### src/rtl/alias_bus_pkg.sv
// Shared definitions for the alias bus arbiter: default sizing, lock FSM states,
// and a one-hot to index helper used by the arbiter top.
package alias_bus_pkg;

    localparam int DEF_WIDTH    = 16;
    localparam int DEF_NCH      = 3;
    localparam int DEF_CW       = 8;
    localparam int DEF_LOCK_MAX = 4;
    localparam logic [15:0] DEF_RESET_VAL = 16'habcd;

    // Widest grant vector the index helper understands; NCH must not exceed it.
    localparam int MAX_CH = 32;

    typedef enum logic {
        UNLOCKED = 1'b0,
        LOCKED   = 1'b1
    } lock_state_e;

    // Converts a one-hot (or all-zero) vector to the index of its set bit.
    // An all-zero input yields 0; callers gate on "any grant" separately.
    function automatic int unsigned onehot_to_idx(input logic [MAX_CH-1:0] oh);
        int unsigned idx;
        idx = 0;
        for (int i = 0; i < MAX_CH; i++) begin
            if (oh[i]) begin
                idx = idx | unsigned'(i);
            end
        end
        return idx;
    endfunction

endpackage

### src/rtl/alias_bus_arbiter_if.sv
// Bundle of the per-channel write requests and the shared read view.
// master = producer side driving requests, slave = the arbiter itself.
interface alias_bus_arbiter_if
    import alias_bus_pkg::*;
#(
    parameter int WIDTH = DEF_WIDTH,
    parameter int NCH   = DEF_NCH,
    parameter int CW    = DEF_CW
) ();

    localparam int OW = (NCH > 1) ? $clog2(NCH) : 1;

    logic [NCH-1:0]       req;
    logic [NCH-1:0]       lock;
    logic [NCH*WIDTH-1:0] wdata;
    logic [NCH-1:0]       gnt;
    logic [NCH*WIDTH-1:0] view;
    logic                 written;
    logic [OW-1:0]        owner;
    logic [CW-1:0]        conflict_cnt;

    modport master (
        output req, lock, wdata,
        input  gnt, view, written, owner, conflict_cnt
    );

    modport slave (
        input  req, lock, wdata,
        output gnt, view, written, owner, conflict_cnt
    );

endinterface

### src/rtl/alias_bus_arbiter_rr_arbiter.sv
// Round-robin arbiter with an override: when force_valid is set and the forced
// channel is requesting, it wins outright; otherwise the search starts at
// rr_ptr and wraps modulo NCH. Output is one-hot or zero.
module rr_arbiter #(
    parameter int NCH = 3,
    parameter int PW  = (NCH > 1) ? $clog2(NCH) : 1
) (
    input  logic [NCH-1:0] req,
    input  logic [PW-1:0]  rr_ptr,
    input  logic [PW-1:0]  force_idx,
    input  logic           force_valid,
    output logic [NCH-1:0] gnt
);

    logic [PW-1:0] idx;
    logic          found;

    // Pick the single winner: forced owner first, else first requester from rr_ptr.
    always_comb begin
        gnt   = '0;
        idx   = '0;
        found = 1'b0;
        if (force_valid && req[force_idx]) begin
            gnt[force_idx] = 1'b1;
        end else begin
            for (int k = 0; k < NCH; k++) begin
                idx = PW'((int'(rr_ptr) + k) % NCH);
                if (!found && req[idx]) begin
                    gnt[idx] = 1'b1;
                    found    = 1'b1;
                end
            end
        end
    end

endmodule

### src/rtl/alias_bus_arbiter.sv
// Multi-writer shared word. NCH channels compete to write one WIDTH-bit value;
// a round-robin arbiter picks one winner per cycle, a lock FSM lets the winner
// keep ownership for up to LOCK_MAX consecutive grants, and a saturating
// counter tallies cycles where requesters present differing data.
module alias_bus_arbiter
    import alias_bus_pkg::*;
#(
    parameter int               WIDTH     = DEF_WIDTH,
    parameter int               NCH       = DEF_NCH,
    parameter logic [WIDTH-1:0] RESET_VAL = WIDTH'(DEF_RESET_VAL),
    parameter int               CW        = DEF_CW,
    parameter int               LOCK_MAX  = DEF_LOCK_MAX
) (
    input  logic              clk,
    input  logic              rst_n,
    alias_bus_arbiter_if.slave bus
);

    localparam int OW  = (NCH > 1) ? $clog2(NCH) : 1;
    localparam int LRW = $clog2(LOCK_MAX + 1);

    logic [WIDTH-1:0] word;
    logic [OW-1:0]    owner_q;
    logic [OW-1:0]    rr_ptr;
    logic             written_q;
    logic [CW-1:0]    conflict_q;

    lock_state_e      state_q;
    lock_state_e      state_d;
    logic [LRW-1:0]   run_q;
    logic [LRW-1:0]   run_d;

    logic [WIDTH-1:0] wdata_arr [NCH];
    logic [NCH-1:0]   gnt;
    logic [OW-1:0]    g_idx;
    logic             commit;
    logic             locked;

    logic [WIDTH-1:0] ref_data;
    logic             have_ref;
    logic             conflict;

    for (genvar i = 0; i < NCH; i++) begin : g_unpack
        assign wdata_arr[i] = bus.wdata[i*WIDTH +: WIDTH];
    end

    assign locked = (state_q == LOCKED);

    rr_arbiter #(
        .NCH (NCH),
        .PW  (OW)
    ) u_rr (
        .req         (bus.req),
        .rr_ptr      (rr_ptr),
        .force_idx   (owner_q),
        .force_valid (locked),
        .gnt         (gnt)
    );

    assign commit = |gnt;
    assign g_idx  = OW'(onehot_to_idx(MAX_CH'(gnt)));

    assign bus.gnt          = gnt;
    assign bus.view         = {NCH{word}};
    assign bus.written      = written_q;
    assign bus.owner        = owner_q;
    assign bus.conflict_cnt = conflict_q;

    // A conflict is any cycle where two requesters offer different data;
    // identical data from several writers is harmless and not counted.
    always_comb begin
        ref_data = '0;
        have_ref = 1'b0;
        conflict = 1'b0;
        for (int i = 0; i < NCH; i++) begin
            if (bus.req[i]) begin
                if (!have_ref) begin
                    ref_data = wdata_arr[i];
                    have_ref = 1'b1;
                end else if (wdata_arr[i] != ref_data) begin
                    conflict = 1'b1;
                end
            end
        end
    end

    // Storage, ownership, round-robin pointer and conflict counter.
    always_ff @(posedge clk) begin
        if (!rst_n) begin
            word       <= RESET_VAL;
            owner_q    <= '0;
            written_q  <= 1'b0;
            rr_ptr     <= '0;
            conflict_q <= '0;
        end else begin
            if (commit) begin
                word      <= wdata_arr[g_idx];
                owner_q   <= g_idx;
                written_q <= 1'b1;
                rr_ptr    <= (g_idx == OW'(NCH - 1)) ? '0 : g_idx + OW'(1);
            end
            if (conflict && (conflict_q != '1)) begin
                conflict_q <= conflict_q + CW'(1);
            end
        end
    end

    // Lock FSM state register.
    always_ff @(posedge clk) begin
        if (!rst_n) begin
            state_q <= UNLOCKED;
            run_q   <= '0;
        end else begin
            state_q <= state_d;
            run_q   <= run_d;
        end
    end

    // Lock FSM next state: enter on a locked commit, count consecutive owner
    // grants, and force release after LOCK_MAX so rr_ptr hands priority onward.
    always_comb begin
        state_d = state_q;
        run_d   = run_q;
        unique case (state_q)
            UNLOCKED: begin
                run_d = '0;
                if (commit && bus.lock[g_idx] && (LOCK_MAX > 1)) begin
                    state_d = LOCKED;
                    run_d   = LRW'(1);
                end
            end
            LOCKED: begin
                if (bus.req[owner_q] && bus.lock[owner_q]) begin
                    if ((run_q + LRW'(1)) == LRW'(LOCK_MAX)) begin
                        state_d = UNLOCKED;
                        run_d   = '0;
                    end else begin
                        run_d = run_q + LRW'(1);
                    end
                end else begin
                    state_d = UNLOCKED;
                    run_d   = '0;
                end
            end
            default: begin
                state_d = UNLOCKED;
                run_d   = '0;
            end
        endcase
    end

endmodule

### src/flat_wrapper.sv
// flat-port wrapper written by rule: the top's interface ports become plain ports
module alias_bus_arbiter_flat import alias_bus_pkg::*;
#(
    parameter int               WIDTH     = DEF_WIDTH,
    parameter int               NCH       = DEF_NCH,
    parameter logic [WIDTH-1:0] RESET_VAL = WIDTH'(DEF_RESET_VAL),
    parameter int               CW        = DEF_CW,
    parameter int               LOCK_MAX  = DEF_LOCK_MAX
)
  (clk, rst_n, bus_req, bus_lock, bus_wdata, bus_gnt, bus_view, bus_written, bus_owner, bus_conflict_cnt);
  alias_bus_arbiter_if #(.WIDTH(WIDTH), .NCH(NCH), .CW(CW)) bus_i ();
  input  logic clk;
  input  logic rst_n;
  input wire logic [$bits(bus_i.req)-1:0] bus_req;
  input wire logic [$bits(bus_i.lock)-1:0] bus_lock;
  input wire logic [$bits(bus_i.wdata)-1:0] bus_wdata;
  output wire logic [$bits(bus_i.gnt)-1:0] bus_gnt;
  output wire logic [$bits(bus_i.view)-1:0] bus_view;
  output wire logic [$bits(bus_i.written)-1:0] bus_written;
  output wire logic [$bits(bus_i.owner)-1:0] bus_owner;
  output wire logic [$bits(bus_i.conflict_cnt)-1:0] bus_conflict_cnt;
  assign bus_i.req = bus_req;
  assign bus_i.lock = bus_lock;
  assign bus_i.wdata = bus_wdata;
  assign bus_gnt = bus_i.gnt;
  assign bus_view = bus_i.view;
  assign bus_written = bus_i.written;
  assign bus_owner = bus_i.owner;
  assign bus_conflict_cnt = bus_i.conflict_cnt;
  alias_bus_arbiter #(.WIDTH(WIDTH), .NCH(NCH), .RESET_VAL(RESET_VAL), .CW(CW), .LOCK_MAX(LOCK_MAX)) u_core (.clk(clk), .rst_n(rst_n), .bus(bus_i));
endmodule
### config.mk
export PLATFORM = sky130hd
export DESIGN_NAME = alias_bus_arbiter_flat
export DESIGN_NICKNAME = d
export VERILOG_FILES = /design/src/rtl/alias_bus_pkg.sv /design/src/rtl/alias_bus_arbiter_if.sv /design/src/rtl/alias_bus_arbiter_rr_arbiter.sv /design/src/rtl/alias_bus_arbiter.sv /design/src/flat_wrapper.sv
export SDC_FILE = /design/constraint.sdc
export NUM_CORES = 1
export LEC_CHECK = 0
export CAP_MARGIN = 20
export CELL_PAD_IN_SITES_DETAIL_PLACEMENT = 0
export CELL_PAD_IN_SITES_GLOBAL_PLACEMENT = 2
export CORE_UTILIZATION = 27
export DETAILED_ROUTE_END_ITERATION = 12
export PLACE_DENSITY_LB_ADDON = 0.1
export SETUP_SLACK_MARGIN = 0.3
export SLEW_MARGIN = 25
export SYNTH_ARGS = -nofsm -noshare
export SYNTH_HDL_FRONTEND = slang
export SYNTH_SLANG_ARGS = --single-unit
export TNS_END_PERCENT = 50
### constraint.sdc
create_clock -name clk -period 6.9 [get_ports clk]
set_input_delay 1.725 -clock clk [delete_from_list [all_inputs] [get_ports clk]]
set_output_delay 1.725 -clock clk [all_outputs]
set_load 0.05 [all_outputs]
==> results by group <==
Clock network
  • Postcts setup bufs: 0
  • CTS max path bufs: 2
  • Total CTS buffers: 5
  • CTS tree: yes
  • Htree depth: 2
  • Clk_lat worst skew: 0.28 ns
  • Hold-fix buffers, CTS: 0
  • Clock tree root buffer cell: clkbuf_16
  • Sink Count: 33
  • CTS resizes: 0
  • Clock-pin slew on the worst setup and hold paths: 0.06 ns

Yosys
  • Syn_nets: 471
  • Netlist cell types: 58
  • Post-synth EDFFs: 0
  • Synthesized flop and latch total: 33
  • Cell count after synthesis: 408
  • Cell area after synthesis: 3260 um2
  • Synth Area per Inst: 7.99 um2
  • Sequential area share after synthesis: 0.203
  • Ys Warns: 0
  • Async set-reset flop share out of synthesis: 0
  • Top_reg_cell synth: dfxtp_1

Layout
  • Commonest non-fill, non-tap cells in the layout: clkdlybuf4s50_1 (115), a21oi_1 (38), dfxtp_1 (33)
  • Share of layout cells above drive strength 1: 0.0790
  • Nets: 543
  • Most common cell after layout, fill and taps aside: clkdlybuf4s50_1
  • Antenna diode count: 0
  • # fillers: 1215
  • Final Util: 0.381
  • Syn-to-layout area delta: 35.8%

Setup path
  • Slowest cell on crit path: clkdlybuf4s50_1
  • Crit Reg-Reg Startpoint: u_core.rr_ptr[0]$_SDFFE_PN0P_
  • CP Cell Sequence: clkdlybuf4s50_1 > buf_4 > mux2_2 > a21o_1 > a21oi_1 > a31o_2 > inv_2 > clkdlybuf4s50_1
  • Critical Path Start: bus_req[1]
  • Largest stage delay, worst path: 0.81 ns
  • Crit path required time: 5.18 ns
  • CP dominant cell by count: clkdlybuf4s50_1
  • CP arrival: 4.23 ns
  • WS Path Type: in -> out
  • Reg-to-Reg End: u_core.run_q[0]$_SDFF_PN0_
  • Startpoint types: input pin
  • R2r setup slk: 3.61 ns
  • R2R depth: 10
  • Crit. End Element: output port
  • Critical path fanouts, max: 21

Detailed routing
  • Routed Antenna Nets: 0
  • WL per Instance: 17.6 um
  • DR vias/cell: 5.44
  • TritonRoute pass-1 iters: 8
  • Initial drt markers: 142
  • Final WL: 11000 um
  • Via count: 3393
  • DRC viols: 8

Timing
  • Worst-Margin Slew: 0.892 ns
  • Max-slew violations: 0
  • Fmax achieved: 0.168 GHz
  • Setup slack after layout: 0.945 ns
  • Final setup vio count: 0
  • Worst Skew: 0.00647 ns
  • Final Cycle Share: 0.863
  • Min cycle time layout: 5.96 ns
  • Final hold vios: 0
  • Max-slew headroom at the worst pin: 0.405
  • RSZ-0062 raised after global routing: false
  • Setup TNS: 0 ns

Pwr
  • P per Cell Area: 449 nW/um2
  • Clock share of power: 0.134
  • Sw Pwr: 0.00108 W
  • Max VDD drop: 0.534 mV
  • Lkg Pwr: 1.62 nW
  • Logic pwr share: 0.712
  • Seq pwr share: 0.154
  • Switching Fraction: 0.544
  • Final Power: 0.00199 W
  • Pint: 0.000905 W

Global route
  • Via count of the first global-routing pass: 3295
  • Grt ovf: 0
  • Initial antenna violation count: 0
  • Largest net degree at the start of global routing: 76
  • First-pass GRT wire length: 17600 um
  • Total track usage: 0.177

Floorplanning
  • Core footprint: 11600 um2
  • Die Y: 112 um
  • Die X: 112 um
  • Num rows: 39
  • Die area: 12500 um2
  • Initial Util: 0.281
  • I/O pin count: 118

Min path
  • Hold path startpoint: u_core.bus.written$_SDFFE_PN0P_
  • WHS Endpoint: u_core.bus.written$_SDFFE_PN0P_
  • HP Class: reg -> reg
  • Hold Crit Depth: 2

Run status
  • Failing checks: DRC
  • Status: finished with violations

Place
  • Gpl congestion: 0.781
  • Port buffer count: 117
  • Post-DP HPWL: 7810 um
  • Setup WS pre-CTS: 0.939 ns

Job
  • Max-cap violations: 0
[per-layer routing]
metal | wire length [um] | track usage | vias to the layer above
li1 | - | - | 1683
met1 | 4840 | 0.224 | 1615
met2 | 5540 | 0.315 | 86
met3 | 491 | 0.0261 | 9
met4 | 104 | 0.0414 | 0
met5 | 0 | 0 | -
[cell families (layout without fill, tap and decap cells)]
logic type / count (synthesis) / after routing / synth area share
multiplexers: 13 / 13 / 0.0418
XOR/XNOR: 9 / 9 / 0.0242
adder cells (fa/ha/maj): 7 / 7 / 0.0269
AO/OA/AOI/OAI: 138 / 138 / 0.302
buffers and inverters: 66 / 139 / 0.129
AND/OR/NAND/NOR: 142 / 142 / 0.273
flip-flops: 33 / 33 / 0.203
[how the worst max path moves through the flow]
stage	endpoint	slack, ns	depth (start not counted)
after global placement	bus_gnt[0]	0.96	8
after global routing	bus_gnt[0]	0.81	8
after detailed placement	bus_gnt[0]	0.94	8
final	bus_gnt[0]	0.94	8
after CTS	bus_gnt[0]	0.92	8
after floorplan	bus_gnt[2]	2.19	6
[synth_stat cells, types with 10 or more instances]
master	instances	area (um2)
a21oi_1	38	190
buf_4	37	278
dfxtp_1	33	661
and3_1	19	119
nand2_1	17	63.8
o221ai_1	16	140
a221oi_1	15	131
and2_1	15	93.8
nand3_1	15	75.1
nand3b_1	15	113
o22ai_1	14	87.6
o21ai_0	13	65.1
nor3_1	12	60.1
a2bb2oi_1	10	87.6
[sequential cells by signal, indices dropped and copies added, names as in the netlist]
name                     flops
u_core.run_q                 3
u_core.locked                1
u_core.rr_ptr                2
u_core.word                 16
u_core.bus.conflict_cnt      8
u_core.bus.owner             2
u_core.bus.written           1
[metrics by stage]
stage / instances / cell area [um2] / hold WS [ns]
global placement: 616 / 4250 / 0.465
floorplan: 408 / 3260 / 0.470
CTS: 624 / 4430 / 0.485
finish: 624 / 4430 / 0.475
global route: 624 / 4430 / 0.512
detailed placement: 616 / 4250 / 0.471
[final cells by class]
cell class / instances / area, um2 / share of cell area
repair buffers: 122 / 1200 / 0.271
clock inverters: 3 / 46.3 / 0.0105
inverters: 9 / 33.8 / 0.00763
well taps: 143 / 179 / 0.0404
multi-input cells: 309 / 2180 / 0.493
clock buffers: 5 / 125 / 0.0283
flip-flops and latches: 33 / 661 / 0.149
[power groups by stage]
stage	Sequential [W]	Combinational, W	Clock [W]
after floorplan	0.000452	0.000918	0
after detailed placement	0.000313	0.00142	0
after global placement	0.000311	0.00142	0
final	0.000306	0.00141	0.000266
after CTS	0.000309	0.00142	0.000275
after global routing	0.000317	0.00150	0.000280
[worst max-delay path, delay by kind of cell]
family | cells | cell delay, ns
muxes | 1 | 0.23
buffers and inverters | 4 | 1.72
AOI/OAI and AO/OA | 3 | 0.55
No activity file was read; power rests on OpenSTA's default activity.
